## src/rtl/demux4_stream.sv

```systemverilog
// demux4_stream: registered 1-to-4 stream distributor.
// One valid/ready input beat per cycle is steered by in_select to one of four
// output channels. Each channel owns a 2-entry FIFO (head + tail registers),
// so a stalled consumer only blocks beats addressed to its own channel.
//
// Ports:
//   clk        rising-edge clock
//   rst_n      asynchronous active-low reset (flushes all FIFOs)
//   in_data    beat payload
//   in_select  destination channel 0..3, qualified by in_valid
//   in_valid   beat present
//   in_ready   beat accepted this cycle when in_valid is high
//   out_data   channel k payload at [k*WIDTH +: WIDTH], straight from head reg
//   out_valid  bit k: channel k head entry valid
//   out_ready  bit k: consumer k takes the head this cycle
//   all_empty  all four FIFOs hold zero entries
module demux4_stream #(
  parameter int unsigned WIDTH = 8
) (
  input  logic                 clk,
  input  logic                 rst_n,
  input  logic [WIDTH-1:0]     in_data,
  input  logic [1:0]           in_select,
  input  logic                 in_valid,
  output logic                 in_ready,
  output logic [4*WIDTH-1:0]   out_data,
  output logic [3:0]           out_valid,
  input  logic [3:0]           out_ready,
  output logic                 all_empty
);

  localparam int unsigned NCH = 4;
  localparam int unsigned CW  = 2;

  logic [NCH-1:0][WIDTH-1:0] head_q, head_d;
  logic [NCH-1:0][WIDTH-1:0] tail_q, tail_d;
  logic [NCH-1:0][CW-1:0]    count_q, count_d;
  logic [NCH-1:0]            push;
  logic [NCH-1:0]            pop;

  // Ready depends only on the addressed channel's registered occupancy.
  assign in_ready  = (count_q[in_select] != CW'(2));
  assign all_empty = (count_q == '0);
  assign out_data  = head_q;

  // Valid decode from registered counts.
  always_comb begin
    out_valid = '0;
    for (int k = 0; k < NCH; k++) begin
      out_valid[k] = (count_q[k] != '0);
    end
  end

  // Per-channel FIFO next state.
  always_comb begin
    head_d  = head_q;
    tail_d  = tail_q;
    count_d = count_q;
    push    = '0;
    pop     = '0;
    for (int k = 0; k < NCH; k++) begin
      push[k] = in_valid && in_ready && (in_select == CW'(k));
      pop[k]  = out_valid[k] && out_ready[k];
      unique case ({push[k], pop[k]})
        2'b10: begin
          if (count_q[k] == '0) begin
            head_d[k] = in_data;
          end else begin
            tail_d[k] = in_data;
          end
          count_d[k] = count_q[k] + CW'(1);
        end
        2'b01: begin
          // Tail advances into head when draining a full channel.
          if (count_q[k] == CW'(2)) begin
            head_d[k] = tail_q[k];
          end
          count_d[k] = count_q[k] - CW'(1);
        end
        2'b11: begin
          // Only reachable at count 1: new beat replaces the departing head.
          head_d[k] = in_data;
        end
        default: begin
        end
      endcase
    end
  end

  always_ff @(posedge clk or negedge rst_n) begin
    if (!rst_n) begin
      head_q  <= '0;
      tail_q  <= '0;
      count_q <= '0;
    end else begin
      head_q  <= head_d;
      tail_q  <= tail_d;
      count_q <= count_d;
    end
  end

endmodule

```

## config.mk

```make
export PLATFORM = sky130hd
export DESIGN_NAME = demux4_stream
export DESIGN_NICKNAME = d
export VERILOG_FILES = /design/src/rtl/demux4_stream.sv
export SDC_FILE = /design/constraint.sdc
export NUM_CORES = 1
export LEC_CHECK = 0
export CORE_MARGIN = 4
export CORE_UTILIZATION = 45
export DETAILED_ROUTE_END_ITERATION = 8
export HOLD_SLACK_MARGIN = 0.03
export PLACE_DENSITY = 0.77
export SLEW_MARGIN = 0
export SYNTH_ARGS = -nofsm -noshare
export SYNTH_HDL_FRONTEND = slang
export SYNTH_SLANG_ARGS = --single-unit
```

## constraint.sdc

```tcl
create_clock -name clk -period 2.9 [get_ports clk]
set_clock_uncertainty 0.15 [all_clocks]
set_input_delay 0.58 -clock clk [delete_from_list [all_inputs] [get_ports clk]]
set_output_delay 0.58 -clock clk [all_outputs]
set_load 0.01 [all_outputs]
```

==> results of run 1 <==
-- through the flow --
| stage | power [mW] | utilization [%] | setup TNS, ns | instance area [µm²] |
|---|---|---|---|---|
| final | 4.590 | 56.69 | 0 | 4358 |
| after global routing | 4.940 | 56.69 | 0 | 4358 |
| after CTS | 4.653 | 56.66 | 0 | 4355 |
| after detailed placement | 3.991 | 54.72 | -0.1470 | 4207 |
| after global placement | 3.907 | 54.72 | 0 | 4207 |
| after floorplan | 3.140 | - | 0 | 3531 |
-- logic make-up (layout without fill, tap and decap cells) --
group / Yosys count / after routing / synth area share, %
compound gates: 12 / 12 / 2.445
xor+xnor: 12 / 12 / 2.977
fa+ha+maj: 14 / 14 / 4.961
buf+inv: 17 / 81 / 2.481
flops: 72 / 72 / 51.03
mux: 90 / 90 / 28.70
simple gates: 46 / 46 / 7.406
-- per-layer routing --
layer	vias to the layer above	track usage, %	share of wire, %	wire length [µm]
li1	1034	-	-	-
met5	-	0	0	0
met3	5	4.570	5.2	355
met1	1090	21.53	44	3036
met2	53	27.24	50	3387
met4	0	4.907	0.64	44
-- path summary, 6_finish.rpt --
kind | start | end | slack [ns]
max in group asynchronous | rst_n | count_q[4] | 1.77
max | count_q[7] | all_empty | 0.18
min | rst_n | out_data[30] | 0.15
max reg2reg | count_q[2] | out_data[14] | 0.61
min reg2reg | out_data[23] | out_data[23] | 0.34
min in group clk | out_data[23] | out_data[23] | 0.34
-- worst max-delay path, delay by kind of cell (launching register included) --
family        cells  cell delay [ns]
buf+inv           1             0.59
simple gates      2             0.63
flops             1             0.43
-- sequential cells by signal, summed over array words and instances (netlist names) --
signal,count
out_data,32
tail_q,32
count_q,8
-- power breakdown --
part,switching [mW],internal [mW],leakage (nW)
logic,0.872,1.26,0.978
clock network,0.352,0.293,0.0728
registers,0.291,1.52,0.869
-- cells in the final DEF (no fill, tap or decap), types with 3 or more instances in the layout --
master,count
sky130_fd_sc_hd__dfrtp_1,72
sky130_fd_sc_hd__nand2b_1,5
sky130_fd_sc_hd__ha_1,14
sky130_fd_sc_hd__nand2_1,17
sky130_fd_sc_hd__mux2_1,3
sky130_fd_sc_hd__inv_1,8
sky130_fd_sc_hd__xnor2_1,4
sky130_fd_sc_hd__o21ai_0,8
sky130_fd_sc_hd__nand2_2,3
sky130_fd_sc_hd__or2_1,3
sky130_fd_sc_hd__mux2_2,77
sky130_fd_sc_hd__xor2_1,8
sky130_fd_sc_hd__clkdlybuf4s50_1,52
sky130_fd_sc_hd__mux2i_1,9
sky130_fd_sc_hd__buf_4,4
sky130_fd_sc_hd__clkbuf_8,9
-- area by class of cell --
| class | count | area (µm²) | area share [%] |
|---|---|---|---|
| tap | 102 | 127.6 | 2.929 |
| multi-input combinational | 174 | 1642 | 37.67 |
| clock buffer | 9 | 123.9 | 2.842 |
| inverter | 8 | 30.03 | 0.6891 |
| timing repair buffer | 60 | 608.1 | 13.95 |
| sequential | 72 | 1802 | 41.34 |
| clock inverter | 4 | 25.02 | 0.5742 |
-- timing repair --
item	CTS	global route
gates resized for setup	0	1
endpoints found under the setup margin	0	1
hold buffers	0	0
setup buffers	0	0
==> Implementation_results.wiki, run 1 <==
{| class="wikitable"
! Metric !! Value
|-
| Most common library cells after synthesis || sky130_fd_sc_hd__mux2_2, sky130_fd_sc_hd__dfrtp_1, sky130_fd_sc_hd__nand2_1
|-
| Overflow left after global routing || 0
|-
| Count of flip-flops with a built-in enable after synthesis || 0
|-
| Total Routed Length || 6.823 mm
|-
| Category of the most critical setup path || flip-flop to output port
|-
| Number of buffers inserted by port buffering || 54
|-
| Net count, final || 356
|-
| Share of the synthesized area in the top cell type || 51.03%
|-
| Area enclosed by the die boundary || just over 9000 µm²
|-
| Filler cell count || around 680
|-
| Number of nets still failing antenna checks after routing || 0
|-
| Drt via density || 5.086
|-
| Seq/Total Area, Yosys || between 50% and 60%
|-
| Maximum fanout count along the critical path || 4
|-
| Area leader, netlist || sky130_fd_sc_hd__dfrtp_1
|-
| GRT Resource Usage Total || 16.60%
|-
| Relative area change from synthesis to final layout || 23.42%
|-
| Initial antenna violation count || 0
|-
| Number of levels the H-tree was split into || 3
|-
| Number of failing setup endpoints in the final timing report || 0
|-
| Largest stage delay on the critical path || slightly below 0.6 ns
|-
| Achievable Freq || between 300 and 400 MHz
|-
| Fraction of final layout cells sized beyond drive strength 1 || between 30 and 40%
|-
| Number of buffers created by CTS || 9
|-
| Half-perimeter wire length of the detailed placement result || slightly above 5 mm
|-
| Synthesized instance count || approximately 260
|-
| Antenna diode count || 0
|-
| TritonCTS sink count || 72
|-
| Static leakage power || ~1.9 nW
|-
| Longest Clk Path Bufs || 2
|-
| First-pass GRT wire length || about 12 mm
|-
| Slowest cell on the critical path || sky130_fd_sc_hd__clkdlybuf4s50_1
|-
| Routed WL per cell || 15.90 µm
|-
| Maximum vdd drop || 0.5748 mV
|-
| Length in cells of the worst reg-to-reg path || 7
|-
| Pre-CTS setup slack || -0.02637 ns
|-
| Final Cycle Share || between 90% and 100%
|-
| Sort of element at the end of the critical path || output port
|-
| Critical path data required time || roughly 2.2 ns
|-
| Via count of the first global-routing pass || roughly 2400
|-
| Hold Fails Final Rpt || 0
|-
| Clock tree from TritonCTS || done
|-
| Die Y || between 90 and 100 µm
|-
| Most used DFF post-synth || sky130_fd_sc_hd__dfrtp_1
|-
| Effective utilization at floorplan || 45.93%
|-
| Headroom to the max-slew limit || about half
|-
| 1st-iter DRT viols || 52
|-
| Startpoint kind of the worst setup timing path || flip-flop
|-
| Post-synthesis average cell area || about 13 µm²
|-
| Top-level I/O count || between 50 and 60
|-
| Placement Rows || 32
|-
| Transition time at the pin with the least slew margin || 0.7434 ns
|-
| Number of warnings reported in the yosys synthesis log || 0
|-
| Run status || complete, no violations
|-
| Die boundary width || 96.58 µm
|-
| Unique masters post-synth || 33
|-
| Via count || between 2000 and 2500
|-
| DRC viols || 0
|-
| Iteration count of the initial detailed-routing pass || 4
|-
| Synthesized cell area || 3531 µm²
|-
| Time the final worst path needs with I/O delays and setup || between 2 and 3 ns
|-
| Flip-flop and latch count after synthesis || 72
|-
| Register clock-pin slew on the reported worst setup and hold paths || 0.08 ns
|-
| Arrival time of data at the critical path endpoint || 1.99 ns
|-
| Least setup slack across all paths after layout || between 0.15 and 0.2 ns
|-
| RSZ-0062 raised after global routing || false
|-
| Later-pin clock latency in the skew report || 0.34 ns
|-
| Maximum number of pins on one net before global-route repair || 33
|-
| Tightest Hold Check Type || input pin to async pin
|-
| Placed insts || approximately 420
|-
| Tightest hold margin || 0.1500 ns
|-
| Routability Congestion || approximately 0.73
|-
| Cell Chain, Critical Path || or2_2 -> nor4_1 -> clkdlybuf4s50_1
|-
| Area of the placeable core || 7687 µm²
|-
| Final cell count without fillers || between 400 and 500
|-
| Buffer type at the clock tree root || sky130_fd_sc_hd__clkbuf_8
|-
| Net count after synthesis || between 200 and 300
|-
| Pins Over Slew Limit || 0
|-
| Number of max-capacitance violations reported || 0
|-
| Top-count cell post-synth || sky130_fd_sc_hd__mux2_2
|-
| Fraction of registers with async set/reset || 100.0%
|-
| Power density over the cells || roughly 1100 nW/µm²
|-
| Top post-synthesis cells by area || sky130_fd_sc_hd__dfrtp_1, sky130_fd_sc_hd__mux2_2, sky130_fd_sc_hd__ha_1
|}
Note: power is estimated with default switching activity, not from simulation.
==> run 2, diff against run 1 <==
- CAP_MARGIN: default -> 40
==> results of run 2 <==
Same layout as run 1: the final DEF is identical, and so are final timing and power.
